File: src/rtl/rmii_rx_frame.sv
// RMII receive framer: strips preamble/SFD, assembles dibits into bytes,
// checks CRC-32 and length, and reports one status pulse per frame.
module rmii_rx_frame #(
    parameter int MIN_FRAME_BYTES     = 64,
    parameter int MAX_FRAME_BYTES     = 1522,
    parameter int MIN_PREAMBLE_DIBITS = 12
) (
    input  logic        clk,
    input  logic        rst_n,
    input  logic        crs_dv,
    input  logic [1:0]  rxd,
    output logic [7:0]  rx_data,
    output logic        rx_valid,
    output logic        rx_sof,
    output logic        frame_done,
    output logic        frame_ok,
    output logic        frame_err,
    output logic [10:0] frame_len
);

    localparam logic [1:0]  ST_DROP     = 2'd0;
    localparam logic [1:0]  ST_IDLE     = 2'd1;
    localparam logic [1:0]  ST_PREAMBLE = 2'd2;
    localparam logic [1:0]  ST_DATA     = 2'd3;

    localparam logic [31:0] CRC_POLY    = 32'hEDB8_8320;
    localparam logic [31:0] CRC_RESIDUE = 32'hDEBB_20E3;
    localparam logic [10:0] LEN_MIN     = 11'(MIN_FRAME_BYTES);
    localparam logic [10:0] LEN_MAX     = 11'(MAX_FRAME_BYTES);
    localparam logic [10:0] LEN_OVF     = 11'(MAX_FRAME_BYTES + 1);
    localparam logic [4:0]  PRE_MIN     = 5'(MIN_PREAMBLE_DIBITS);
    localparam logic [4:0]  PRE_SAT     = 5'd31;

    // Two-stage line sampler
    logic       s0_crs_q, s1_crs_q;
    logic [1:0] s0_rxd_q, s1_rxd_q;

    // NOTE: the sampler is left out of reset on purpose; it keeps tracking the
    // live line so a frame still in flight at reset release is not mistaken
    // for an end-of-frame gap, and the FSM stays in DROP until the real gap.
    always_ff @(posedge clk) begin
        s0_crs_q <= crs_dv;
        s0_rxd_q <= rxd;
        s1_crs_q <= s0_crs_q;
        s1_rxd_q <= s0_rxd_q;
    end

    // A low CRS_DV next to a high one is the PHY's end-of-frame toggling,
    // so the s1 dibit still counts as data.
    logic dibit_vld, line_end;
    assign dibit_vld = s1_crs_q | s0_crs_q;
    assign line_end  = ~dibit_vld;

    // Reflected CRC-32 over one dibit, bit 0 first
    function automatic logic [31:0] crc_dibit(input logic [31:0] crc, input logic [1:0] d);
        logic [31:0] c;
        c = crc;
        for (int i = 0; i < 2; i++) begin
            if (c[0] ^ d[i]) c = (c >> 1) ^ CRC_POLY;
            else             c = c >> 1;
        end
        return c;
    endfunction

    logic [1:0]  state_q, state_d;
    logic [4:0]  pre_cnt_q, pre_cnt_d;
    logic [5:0]  shift_q, shift_d;
    logic [1:0]  phase_q, phase_d;
    logic [10:0] len_q, len_d;
    logic [31:0] crc_q, crc_d;

    logic        byte_stb, byte_sof, end_stb;
    logic [7:0]  byte_data;

    // NOTE: every output of this block is given a default first, so no path
    // leaves a signal unassigned and no latch is inferred.
    always_comb begin
        state_d   = state_q;
        pre_cnt_d = pre_cnt_q;
        shift_d   = shift_q;
        phase_d   = phase_q;
        len_d     = len_q;
        crc_d     = crc_q;
        byte_stb  = 1'b0;
        byte_sof  = 1'b0;
        end_stb   = 1'b0;
        byte_data = {s1_rxd_q, shift_q};

        case (state_q)
            ST_DROP: begin
                if (line_end) state_d = ST_IDLE;
            end

            ST_IDLE: begin
                if (dibit_vld) begin
                    if (s1_rxd_q == 2'b01) begin
                        state_d   = ST_PREAMBLE;
                        pre_cnt_d = 5'd1;
                    end else if (s1_rxd_q != 2'b00) begin
                        state_d = ST_DROP;
                    end
                end
            end

            ST_PREAMBLE: begin
                if (line_end) begin
                    state_d = ST_IDLE;
                end else if (s1_rxd_q == 2'b01) begin
                    if (pre_cnt_q != PRE_SAT) pre_cnt_d = pre_cnt_q + 5'd1;
                end else if (s1_rxd_q == 2'b11 && pre_cnt_q >= PRE_MIN) begin
                    state_d = ST_DATA;
                    crc_d   = '1;
                    len_d   = '0;
                    phase_d = '0;
                end else begin
                    state_d = ST_DROP;
                end
            end

            ST_DATA: begin
                if (line_end) begin
                    state_d = ST_IDLE;
                    end_stb = 1'b1;
                end else begin
                    crc_d   = crc_dibit(crc_q, s1_rxd_q);
                    shift_d = {s1_rxd_q, shift_q[5:2]};
                    phase_d = phase_q + 2'd1;
                    if (phase_q == 2'd3) begin
                        // Bytes past the maximum are counted as overflow, never emitted
                        if (len_q < LEN_MAX) begin
                            byte_stb = 1'b1;
                            byte_sof = (len_q == 11'd0);
                            len_d    = len_q + 11'd1;
                        end else begin
                            len_d = LEN_OVF;
                        end
                    end
                end
            end

            default: state_d = ST_DROP;
        endcase
    end

    logic frame_good;
    assign frame_good = (crc_q == CRC_RESIDUE) && (len_q >= LEN_MIN) &&
                        (len_q <= LEN_MAX) && (phase_q == 2'd0);

    logic        done_pend_q, ok_pend_q;
    logic [10:0] len_pend_q;
    logic [7:0]  rx_data_q;
    logic        rx_valid_q, rx_sof_q;
    logic        frame_done_q, frame_ok_q, frame_err_q;
    logic [10:0] frame_len_q;

    // NOTE: all state below uses non-blocking assignments so every flop
    // samples pre-edge values regardless of statement order.
    always_ff @(posedge clk) begin
        if (!rst_n) begin
            state_q      <= ST_DROP;
            pre_cnt_q    <= '0;
            shift_q      <= '0;
            phase_q      <= '0;
            len_q        <= '0;
            crc_q        <= '1;
            done_pend_q  <= 1'b0;
            ok_pend_q    <= 1'b0;
            len_pend_q   <= '0;
            rx_data_q    <= '0;
            rx_valid_q   <= 1'b0;
            rx_sof_q     <= 1'b0;
            frame_done_q <= 1'b0;
            frame_ok_q   <= 1'b0;
            frame_err_q  <= 1'b0;
            frame_len_q  <= '0;
        end else begin
            state_q    <= state_d;
            pre_cnt_q  <= pre_cnt_d;
            shift_q    <= shift_d;
            phase_q    <= phase_d;
            len_q      <= len_d;
            crc_q      <= crc_d;

            rx_valid_q <= byte_stb;
            rx_sof_q   <= byte_sof;
            if (byte_stb) rx_data_q <= byte_data;

            // Frame verdict is captured at end detect and published one cycle later
            done_pend_q <= end_stb;
            if (end_stb) begin
                ok_pend_q  <= frame_good;
                len_pend_q <= len_q;
            end

            frame_done_q <= done_pend_q;
            frame_ok_q   <= done_pend_q & ok_pend_q;
            frame_err_q  <= done_pend_q & ~ok_pend_q;
            if (done_pend_q) frame_len_q <= len_pend_q;
        end
    end

    assign rx_data    = rx_data_q;
    assign rx_valid   = rx_valid_q;
    assign rx_sof     = rx_sof_q;
    assign frame_done = frame_done_q;
    assign frame_ok   = frame_ok_q;
    assign frame_err  = frame_err_q;
    assign frame_len  = frame_len_q;

endmodule
File: config.mk
export PLATFORM = sky130hd
export DESIGN_NAME = rmii_rx_frame
export DESIGN_NICKNAME = d
export VERILOG_FILES = /design/src/rtl/rmii_rx_frame.sv
export SDC_FILE = /design/constraint.sdc
export NUM_CORES = 1
export LEC_CHECK = 0
export BUFFER_PORTS_ARGS = -buffer_cell sky130_fd_sc_hd__buf_2
export CORE_UTILIZATION = 45
export DETAILED_ROUTE_END_ITERATION = 10
export PLACE_DENSITY = 0.66
export SYNTH_ARGS = -nofsm -noshare
export SYNTH_HDL_FRONTEND = slang
export SYNTH_SLANG_ARGS = --single-unit
File: constraint.sdc
create_clock -name clk -period 1.7 [get_ports clk]
set_input_delay 0.34 -clock clk [delete_from_list [all_inputs] [get_ports clk]]
set_output_delay 0.34 -clock clk [all_outputs]
set_load 0.05 [all_outputs]
==> results, run 1 <==
- The overall routing resource usage is between 20% and 30%.
- The analysis attributes to cell leakage a power of between 2 and 2.5 nW.
- The power density relative to cell area is ~810 nW/um^2.
- The post-route setup TNS is 0 ps.
- The flow ran to the end, and the final reports show no timing, DRC or antenna violations.
- Summed over all layers, the global routing overflow is 0.
- The remaining design rule violation count is 0.
- In this run the tightest slew margin relative to its limit is 67.9%.
- The via density per instance is approximately 5.3.
- The starting density of the core is a little under half.
- The final core utilization is 59.3%.
- The critical path endpoint category is a flop.
- The slowest stage cell on the critical path is sky130_fd_sc_hd__dfxtp_1.
- At the end of routability-driven placement, the weighted congestion stood at 0.834.
- The net count of the mapped netlist is 522.
- The dominant synthesized flop cell is sky130_fd_sc_hd__dfxtp_1.
- The max-slew violation total from the final report is 0.
- The critical path goes through nand4_1 -> buf_4 -> o31ai_4 -> buf_4 -> or2_2 -> a21oi_1 -> a311oi_2.
- A synthesized cell averages approximately 8.8 um^2.
- The H-tree generated during clock tree synthesis spans 3 levels.
- In this run the deepest clock path goes through 2 buffers.
- For this run, the register share of the synthesized area comes to between 40% and 50%.
- The number of violations of the max-capacitance limit is 0.
- The share of synthesized area in the top cell type comes to between 40% and 50%.
- The core footprint is 9370 um^2.
- The peak supply drop is 0.529 mV.
- The largest single stage delay on the critical path is ~340 ps.
- The synthesized netlist contains 57 unique library cells.
- The worst setup path is of the reg -> reg kind.
- Setup violations remaining at the end of the flow were counted as 0.
- The number of storage elements in the synthesis netlist is between 100 and 150.
- After the last flow step, the layout net total stands at slightly below 600.
- The post-synthesis instance area is 4430 um^2.
- The worst path buffer plus inverter count is 2.
- Clock-pin slew was measured on the worst setup and hold paths at approximately 100 ps.
- The number of port buffers is 28.
- The repair_antennas step left the layout with diodes totalling 0.
- The number of global-route vias before repair came to roughly 3.5k.
- The I/O pin count is 29.
- Sorting the synthesized cells by area gives the leading types as sky130_fd_sc_hd__dfxtp_1 46%, sky130_fd_sc_hd__nor2_1 5.1%, sky130_fd_sc_hd__o21ai_0 4.7%, sky130_fd_sc_hd__nand2_1 4.3%, sky130_fd_sc_hd__a21oi_1 3.5%.
- The vertical die dimension is between 100 and 150 um.
- Synthesis produced a netlist whose cell count is slightly above 500.
- Setup repair after global routing could not meet its margin everywhere.
- The cell accounting for the most synthesized area is sky130_fd_sc_hd__dfxtp_1.
- The layout-stage area growth over the synthesis result is 25.4%.
- Clock latency on the worst-skew pair, taken at its later pin, is 370 ps.
- At the pin with the least slew margin, the transition time is roughly 480 ps.
- The die width is about 100 um.
- The Yosys step of the flow raised 0 warnings.
- Before antenna repair, the detailed router went through 4 iterations.
- The initial antenna violation count is 0.
- The initial detailed-routing violation count is between 100 and 150.
- Row generation in the floorplan step produced 35 rows.
- The area of the die is approximately 10000 um^2.
- The arrival time of the worst setup path is 1970 ps.
- In the final layout, the share of cells above drive strength 1 is a little over a quarter.
- The share of synthesized flip-flops with an asynchronous set or reset is 0%.
- In this run, post-CTS hold repair placed 0 buffers.
- After detailed routing, the total wire length is ~9.7 mm.
- TritonCTS built the clock tree.
- The startpoint type of the worst setup path is a flop.
- The final number of hold-violating endpoints is 0.
- Timing would allow up to 594 MHz.
- Among the stages of the critical path, the cell type that occurs most often is sky130_fd_sc_hd__buf_4.
- The required time of the worst setup path is 1990 ps.
- The wire length of the first global-routing pass is about 16 mm.
- The number of buffers added by the clock tree synthesis step is 9.
- The root buffer selected by CTS is sky130_fd_sc_hd__clkbuf_8.
- The worst path uses between 90% and 100% of the clock period.
- The routed layout has between 3k and 4k vias.
- By count the netlist is led by 101 x sky130_fd_sc_hd__dfxtp_1, 60 x sky130_fd_sc_hd__nor2_1, 51 x sky130_fd_sc_hd__nand2_1, 42 x sky130_fd_sc_hd__o21ai_0, 31 x sky130_fd_sc_hd__a21oi_1.
- The CTS sink count is slightly above 100.
- The most frequent cell after synthesis is sky130_fd_sc_hd__dfxtp_1.
- The shortest period the worst path allows is between 1500 and 2000 ps.
- The post-detailed-route wirelength per cell is ~14 um.
- The count of nets left with antenna violations once routing finished came out at 0.
- The kind of path behind the tightest hold check is in -> reg.
- The setup skew after layout is about 11 ps.
- The number of enable flip-flop cells after synthesis is 0.
- Of all nets on the critical path, the largest fanout is 6.
- The maximum number of pins on one net before global-route repair is 44.
- The post-DP HPWL is around 6.7 mm.
- The cell type group with the largest total delay on the critical path is compound AO/OA/AOI/OAI gates.
## through the flow
stage	instances	total power [mW]	hold slack (ps)	area, um^2	worst slack [ps]
after CTS	704	4.52	45.8	5380	-7.45
final	710	4.51	59.9	5550	15.2
after detailed placement	685	2.85	318	5060	-60.1
after global routing	710	4.70	33.9	5550	-58.4
after global placement	685	2.84	316	5060	-47.9
after floorplan	506	2.74	310	4490	-53.8
## path summary, 6_finish.rpt
| path | from | to | slack [ps] | depth (start not counted) |
|---|---|---|---|---|
| min | rxd[1] | s0_rxd_q[1] | 60 | 1 |
| min reg2reg | s0_rxd_q[0] | s1_rxd_q[0] | 340 | 0 |
| max | len_q[5] | len_q[5] | 20 | 7 |
| max reg2reg | len_q[5] | len_q[5] | 20 | 7 |
## repair_timing
action | 4_1_cts | 5_1_grt
pin swaps | 7 | 12
buffers inserted | 3 | 6
resized for setup | 18 | 34
endpoints found under the setup margin | 26 | 51
gates cloned | 0 | 0
## layer usage
layer  vias to the layer above  track usage (%)  routed length (um)  part of all wire [%]
met4                         0             7.92                 162                   1.7
met2                        59             33.7                4590                    47
met5                         -                0                   0                     0
li1                       1896                -                   -                     -
met3                        14             3.66                 312                   3.2
met1                      1769             25.8                4680                    48
## final cells by class
class / instances / area (um^2)
Inverter: 14 / 55.1
Fill cell: 836 / 3820
Clock buffer: 9 / 124
Multi-Input combinational cell: 357 / 2400
Timing Repair Buffer: 93 / 679
Sequential cell: 101 / 2040
Tap cell: 129 / 161
Clock inverter: 7 / 91.3
## sequential cells by signal, summed over array words and instances (netlist names)
name and flops:
frame_len 11, rx_valid 1, pre_cnt_q 5, ok_pend_q 1
s1_crs_q 1, len_q 11, frame_ok 1, crc_q 32
done_pend_q 1, state_q 2, s1_rxd_q 2, shift_q 6
frame_err 1, phase_q 2, s0_crs_q 1, len_pend_q 11
rx_data 8, s0_rxd_q 2, rx_sof 1, frame_done 1
## power by group
group / switching, mW / internal (mW) / leakage [nW]
clock network: 0.914 / 0.719 / 0.106
registers: 0.0324 / 2.39 / 0.822
logic: 0.253 / 0.203 / 1.19
## worst reg2reg max path, cell delays in order (launching register included)
cell and delay [ps]:
sky130_fd_sc_hd__dfxtp_1 340, sky130_fd_sc_hd__nand4_1 160, sky130_fd_sc_hd__buf_4 180, sky130_fd_sc_hd__o31ai_4 280, sky130_fd_sc_hd__buf_4 200, sky130_fd_sc_hd__or2_2 110
sky130_fd_sc_hd__a21oi_1 80, sky130_fd_sc_hd__a311oi_2 250
## kinds of logic (layout without fill, tap and decap cells)
| logic type | Yosys count | count (layout) | synth area share [%] |
|---|---|---|---|
| simple gates | 208 | 208 | 23.6 |
| flops | 101 | 101 | 45.7 |
| compound gates | 100 | 100 | 14.0 |
| buf+inv | 48 | 123 | 4.38 |
| xor+xnor | 22 | 22 | 5.62 |
| mux | 16 | 16 | 3.64 |
| fa+ha+maj | 11 | 11 | 3.11 |
## cell usage in the layout (no fill, tap or decap), types with 3 or more instances in the layout
cell	netlist	final
sky130_fd_sc_hd__buf_2	7	28
sky130_fd_sc_hd__nand2_1	51	49
sky130_fd_sc_hd__nand2b_1	4	4
sky130_fd_sc_hd__and3_1	16	15
sky130_fd_sc_hd__dfxtp_2	0	3
sky130_fd_sc_hd__nor2_1	60	58
sky130_fd_sc_hd__inv_1	14	12
sky130_fd_sc_hd__or2_2	3	3
sky130_fd_sc_hd__buf_4	1	57
sky130_fd_sc_hd__or4_1	6	5
sky130_fd_sc_hd__nand4_1	4	4
sky130_fd_sc_hd__dfxtp_1	101	94
sky130_fd_sc_hd__nor4_1	5	5
sky130_fd_sc_hd__o21ai_0	42	37
sky130_fd_sc_hd__dfxtp_4	0	4
sky130_fd_sc_hd__nor3_1	3	3
sky130_fd_sc_hd__xnor2_1	13	13
sky130_fd_sc_hd__nor3b_1	11	9
sky130_fd_sc_hd__xor2_1	6	6
sky130_fd_sc_hd__and2_1	4	3
sky130_fd_sc_hd__ha_1	11	7
sky130_fd_sc_hd__inv_6	0	3
sky130_fd_sc_hd__ha_4	0	4
sky130_fd_sc_hd__nand3_1	26	25
sky130_fd_sc_hd__a21oi_1	31	29
sky130_fd_sc_hd__a31oi_1	3	3
sky130_fd_sc_hd__clkbuf_8	0	9
sky130_fd_sc_hd__mux2i_1	15	15
sky130_fd_sc_hd__o21ai_1	1	4
sky130_fd_sc_hd__o32a_1	6	6
sky130_fd_sc_hd__buf_6	0	5
(Power assumes the default switching activity.)
==> run 2: changes to the inputs <==
PLACE_DENSITY = 0.63   (was 0.66)
clock period = 1.88 ns   (was 1.7 ns; I/O delays follow)
==> results, run 2 (synthesis results as in run 1) <==
- The buffer levels on the longest clock path is 2 (unchanged).
- The layout-stage area growth over the synthesis result is 16.8%.
- Setup repair after global routing left no endpoint under its margin.
- The clock insertion delay at the later pin of the skew report is 360 ps (about the same).
- The share of the clock period used by the worst path after layout is 95.5% (-3.7 points).
- The number of buffers inserted by hold repair at cts was 0 (unchanged).
- The max-slew violation total from the final report is 0 (unchanged).
- The reg-to-reg critical path startpoint is pre_cnt_q[0].
- The required time of the worst setup path is 2130 ps (+140 ps).
- The wire length of the first global-routing pass is 16.2 mm (about the same).
- The maximum fanout encountered on the critical timing path is 5 (-1).
- Among all stages on the critical path, the largest delay is contributed by sky130_fd_sc_hd__dfxtp_1.
- TritonCTS built the clock tree.
- STA classifies the critical path endpoint as a flop.
- The maximum single-stage delay on the critical path is 340 ps (about the same).
- The total routed wirelength is 9.69 mm (-0.53%).
- The final core utilization is 55.2% (-4.1 points).
- The root buffer selected by CTS is sky130_fd_sc_hd__clkbuf_8.
- Leaving out fill and tap cells, the most frequent cell in the layout is sky130_fd_sc_hd__dfxtp_1.
- The startpoint of the most critical setup path is pre_cnt_q[0].
- The number of global-route vias before repair is 3348 (-4.8%).
- The number of port buffers was 28 (unchanged).
- The die width is 101 um (unchanged).
- The area of the die was 10200 um^2 (unchanged).
- The setup path with the least slack is of type reg -> reg.
- The via density per instance was 5.35 (+1.6%).
- The I/O pin count came to 29 (unchanged).
- The library cells used most frequently in the layout, excluding fill and tap cells, are 98 x sky130_fd_sc_hd__dfxtp_1, 59 x sky130_fd_sc_hd__nor2_1, 50 x sky130_fd_sc_hd__nand2_1.
- The site row count was 35 (unchanged).
- The kind of path behind the tightest hold check is in -> reg.
- The clock-pin slew on the worst setup and hold paths is 100 ps (about the same).
- The setup skew after layout is 11.2 ps (+0.392 ps).
- The number of endpoints failing setup at the final stage came to 0 (unchanged).
- The initial antenna violation count was 0 (unchanged).
- The CTS sink count was 101 (unchanged).
- The worst slew margin relative to its limit came to 55.8% (-12 points).
- The peak supply drop is 0.415 mV (-22%).
- The total power draw was 4.19 mW (-7.1%).
- The register with the most flip-flops in the final layout is crc_q.
- The post-detailed-route wirelength per cell is 14.3 um (+4.0%).
- The critical path goes through ha_2 -> and3_1 -> ha_1 -> a2111oi_4 -> buf_4 -> nand2_1 -> a32oi_1 -> nor2_1.
- The final number of hold-violating endpoints was 0 (unchanged).
- The worst hold path begins at crs_dv.
- The vertical die dimension was 101 um (unchanged).
- The remaining design rule violation count is 0 (unchanged).
- The maximum number of pins on one net before global-route repair was 28 (-36%).
- The standby leakage power came to 1.95 nW (-7.7%).
- The number of H-tree branching levels is 3 (unchanged).
- The flip-flop count of the largest register, all copies and words added came to 32 (unchanged).
- The maximum clock rate was 557 MHz (-6.1%).
- The overall routing resource usage is 20.2% (+0.074 points).
- The share of cells above drive strength 1 is 18.9% (-8.3 points).
- The pin slew with the least headroom to its limit came to 662 ps (+182 ps).
- The pre-CTS worst setup slack is -30.2 ps (+29.9 ps).
- The power density relative to cell area is 811 nW/um^2 (-0.22%).
- The shortest period the worst path allows came to 1790 ps (+110 ps).
- The core footprint is 9370 um^2 (unchanged).
- The total inserted antenna cells is 0 (unchanged).
- The iteration count of the initial detailed-routing pass came to 4 (unchanged).
- The summed area of non-filler cells in the final layout came to 5170 um^2 (-6.9%).
- The total global routing overflow was 0 (unchanged).
- The final weighted congestion of routability-driven global placement was 0.841 (+0.90%).
- The initial detailed-routing violation count is 137 (+36%).
- The startpoint type of the worst setup path is a flop.
- The starting density of the core is 47.2% (unchanged).
- The number of violations of the max-capacitance limit is 0 (unchanged).
- The arrival time of the worst setup path is 2050 ps (+80 ps).
- The final net count was 561 (-5.2%).
- The number of buffers added by the clock tree synthesis step is 9 (unchanged).
- The run finished with clean final reports.
- The final worst setup slack was 85.4 ps (+70.3 ps).
- The area after detailed placement is 4870 um^2 (-3.9%).
- The post-route setup TNS is 0 ps (unchanged).
- The post-DP HPWL came to 6.69 mm (-0.30%).
- The final antenna-violating net count was 0 (unchanged).
- The detailed-route via count is 3633 (-2.8%).
-- run 2: changes by cell type in the layout (fill, tap and decap cells not counted), moves of 3 or more --
| cell | delta |
|---|---|
| sky130_fd_sc_hd__inv_6 | -3 |
| sky130_fd_sc_hd__o21ai_1 | -3 |
| sky130_fd_sc_hd__dfxtp_1 | +4 |
| sky130_fd_sc_hd__buf_6 | -5 |
| sky130_fd_sc_hd__dfxtp_4 | -4 |
| sky130_fd_sc_hd__buf_4 | -27 |
| sky130_fd_sc_hd__o21ai_0 | +5 |
-- run 2: path summary, 6_finish.rpt --
kind / slack (ps) / depth (start not counted) / endpoint
min reg2reg: 320 / 0 / s1_rxd_q[1]
max reg2reg: 90 / 8 / pre_cnt_q[3]
max: 90 / 8 / pre_cnt_q[3]
min: 110 / 1 / s0_crs_q
-- run 2: what timing repair did --
item,CTS,global route
pin swaps,1,1
gates resized for setup,0,14
setup endpoints to repair,4,48
buffers inserted,1,0
gates cloned,0,1
-- run 2: cell type report --
| type | count | area [um^2] |
|---|---|---|
| inverters | 14 | 52.6 |
| clock buffers | 10 | 128 |
| clock inverters | 6 | 111 |
| fillers | 895 | 4200 |
| well taps | 129 | 161 |
| flip-flops and latches | 101 | 2030 |
| repair buffers | 62 | 430 |
| multi-input cells | 357 | 2260 |
-- run 2: worst max-delay path, delay by kind of cell, from the launching register on --
family	cells	cell delay, ps
compound gates	2	460
fa+ha+maj	2	410
buf+inv	1	200
flops	1	340
simple gates	3	290
-- run 2: per-stage QoR --
stage / hold WS [ps] / cells
final: 110 / 679
after floorplan: 310 / 506
after CTS: 101 / 678
after global placement: 311 / 661
after global routing: 91.2 / 679
after detailed placement: 312 / 661
-- run 2: layer usage --
metal	global-route usage, %	routed length (um)
met1	27.2	4670
met2	32.5	4560
met3	3.38	314
met4	7.92	150
met5	0	0
-- run 2: report_power, final --
group | switching [mW] | internal (mW)
logic | 0.224 | 0.166
registers | 0.0214 | 2.16
clock network | 0.734 | 0.885
total | 0.980 | 3.21
==> run 3: changes to the inputs <==
CORE_UTILIZATION = 35   (was 45)
PLACE_DENSITY = 0.52   (was 0.63)
==> results, run 3 (synthesis results as in run 1) <==
- The standby leakage power is 1.98 nW (+1.4%).
- The depth of the most critical reg-to-reg path was 8 (unchanged).
- The clock insertion delay at the later pin of the skew report was 350 ps (about the same).
- The tree is rooted in a sky130_fd_sc_hd__clkbuf_16.
- The overall routing resource usage was 16.1% (-4.1 points).
- The core footprint is 12200 um^2 (+30%).
- The post-detailed-route wirelength per cell is 13.6 um (-4.7%).
- The maximum fanout encountered on the critical timing path was 10 (+5).
- The maximum single-stage delay on the critical path is 390 ps (+50 ps).
- Broken down by cell family, the worst path's largest delay share belongs to compound AO/OA/AOI/OAI gates.
- The flip-flop count of the largest register, all copies and words added is 32 (unchanged).
- The post-DP HPWL was 6.71 mm (+0.32%).
- The iteration count of the initial detailed-routing pass came to 4 (unchanged).
- The final weighted congestion of routability-driven global placement is 0.849 (+0.96%).
- Setup repair after global routing could not meet its margin everywhere.
- The initial detailed-routing violation count is 249 (+82%).
- The starting density of the core is 36.4% (-11 points).
- The maximum number of pins on one net before global-route repair is 33 (+18%).
- The total power draw is 4.32 mW (+3.0%).
- The number of buffers added by the clock tree synthesis step is 9 (unchanged).
- The flow ran to the end, and the final reports show no timing, DRC or antenna violations.
- The final core utilization was 43.5% (-12 points).
- The launch point of the worst hold path is crs_dv.
- The max-slew violation total from the final report is 0 (unchanged).
- The site row count was 40 (+14%).
- The total routed wirelength is 9.81 mm (+1.2%).
- The arrival time of the worst setup path was 2030 ps (-20 ps).
- The wire length of the first global-routing pass is 16.7 mm (+2.6%).
- The reg-to-reg critical path startpoint is state_q[0].
- The kind of path behind the tightest hold check is in -> reg.
- The summed area of non-filler cells in the final layout came to 5290 um^2 (+2.4%).
- The buffer levels on the longest clock path is 2 (unchanged).
- The number of global-route vias before repair is 3354 (+0.18%).
- The I/O pin count is 29 (unchanged).
- In this design, the critical path's most frequently occurring cell is sky130_fd_sc_hd__buf_4.
- Leaving out fill and tap cells, the most frequent cell in the layout is sky130_fd_sc_hd__dfxtp_1.
- The total stage count of the critical path is 8 (unchanged).
- The final antenna-violating net count is 0 (unchanged).
- The final number of hold-violating endpoints is 0 (unchanged).
- The die width is 114 um (+13%).
- The peak supply drop is 0.371 mV (-11%).
- The share of the clock period used by the worst path after layout is 95.4% (about the same).
- The total inserted antenna cells came to 0 (unchanged).
- The CTS tree is yes.
- The slowest stage cell on the critical path is sky130_fd_sc_hd__a2111oi_4.
- The register cell area after layout is 2020 um^2 (about the same).
- The worst hold path stage count was 1 (unchanged).
- The worst hold slack after final layout came to 127 ps (+17.1 ps).
- The number of H-tree branching levels was 3 (unchanged).
- The vertical die dimension was 114 um (+13%).
- STA classifies the critical path startpoint as a flop.
- The shortest period the worst path allows is 1790 ps (-1.51 ps).
- The worst path buffer plus inverter count was 3 (+2).
- The final net count is 564 (+0.53%).
- The power density relative to cell area was 815 nW/um^2 (+0.57%).
- The setup skew after layout is 7.75 ps (-3.47 ps).
- The remaining design rule violation count is 0 (unchanged).
- The via density per instance is 4.98 (-6.9%).
- The pin slew with the least headroom to its limit is 664 ps (+2.17 ps).
- The number of endpoints failing setup at the final stage is 0 (unchanged).
- The initial antenna violation count was 0 (unchanged).
- The startpoint of the most critical setup path is state_q[0].
- The CTS sink count was 101 (unchanged).
- The share of cells above drive strength 1 is 19.0% (+0.078 points).
- The signal on the critical path passes through inv_1 -> ha_4 -> buf_4 -> a2111oi_4 -> buf_4 -> nand2_1 -> a32oi_1 -> nor2_1.
- In the layout the commonest cells are 99 x sky130_fd_sc_hd__dfxtp_1, 60 x sky130_fd_sc_hd__nor2_1, 50 x sky130_fd_sc_hd__nand2_1.
- The area occupied by multi-input gates is 2260 um^2 (about the same).
- The worst slew margin relative to its limit is 55.7% (-0.15 points).
- The register with the most flip-flops in the final layout is crc_q.
- The worst setup path is captured at a flop.
- The class of the most critical setup path is reg -> reg.
- The area of the die is 13100 um^2 (+28%).
- The detailed-route via count is 3592 (-1.1%).
- The number of violations of the max-capacitance limit is 0 (unchanged).
- The area growth from synthesis to layout is 19.5%.
- The clock-pin slew on the worst setup and hold paths is 70 ps (-30 ps).
- The required time of the worst setup path is 2120 ps (about the same).
- The number of buffers inserted by hold repair at cts is 0 (unchanged).
- The area after detailed placement came to 4960 um^2 (+1.9%).
- The total global routing overflow came to 0 (unchanged).
- The number of filler instances in the final layout is 1229 (+37%).
- The maximum clock rate is 558 MHz (about the same).
- The number of port buffers is 28 (unchanged).
==> run 3: changes by cell type in the layout (fill, tap and decap cells not counted), sizes merged <==
cell	change
bufinv	-3
clkinv	-1
clkinvlp	+1
inv	+3
buf	+3
==> run 3: path summary, 6_finish.rpt <==
kind                  endpoint  slack [ps]
setup / recovery  pre_cnt_q[3]          90
hold / removal        s0_crs_q         130
setup reg to reg  pre_cnt_q[3]          90
hold reg to reg    s1_rxd_q[1]         330
==> run 3: report_power, final <==
part	switching, mW	internal [mW]
Combinational	0.218	0.168
Clock	0.842	0.911
Sequential	0.0168	2.16
==> run 3: through the flow <==
stage                     setup WS [ps]  setup TNS, ps  cells
after floorplan                   0.167              0    506
after global placement             44.2              0    704
after detailed placement          -35.2          -42.2    704
after CTS                        -0.702         -0.702    721
after global routing              -11.9          -28.9    721
final                              86.9              0    721
==> run 3: routing by layer <==
metal / vias to the layer above / track usage (%) / routed length [um]
met3: 8 / 2.86 / 202
met2: 44 / 25.9 / 4590
met5: - / 0 / 0
li1: 1844 / - / -
met1: 1696 / 21.2 / 4910
met4: 0 / 6.75 / 114
==> run 3: area by class of cell <==
class / instances / area share [%]
Clock buffer: 10 / 4.33
Clock inverter: 6 / 0.875
Inverter: 14 / 0.993
Multi-Input combinational cell: 357 / 42.7
Sequential cell: 101 / 38.3
Tap cell: 168 / 3.97
Timing Repair Buffer: 65 / 8.84
==> run 3: timing repair <==
item | 4_1_cts | 5_1_grt
pin swaps | 1 | 3
setup buffers | 1 | 0
gates cloned | 0 | 0
setup endpoints to repair | 5 | 15
gates resized for setup | 2 | 10
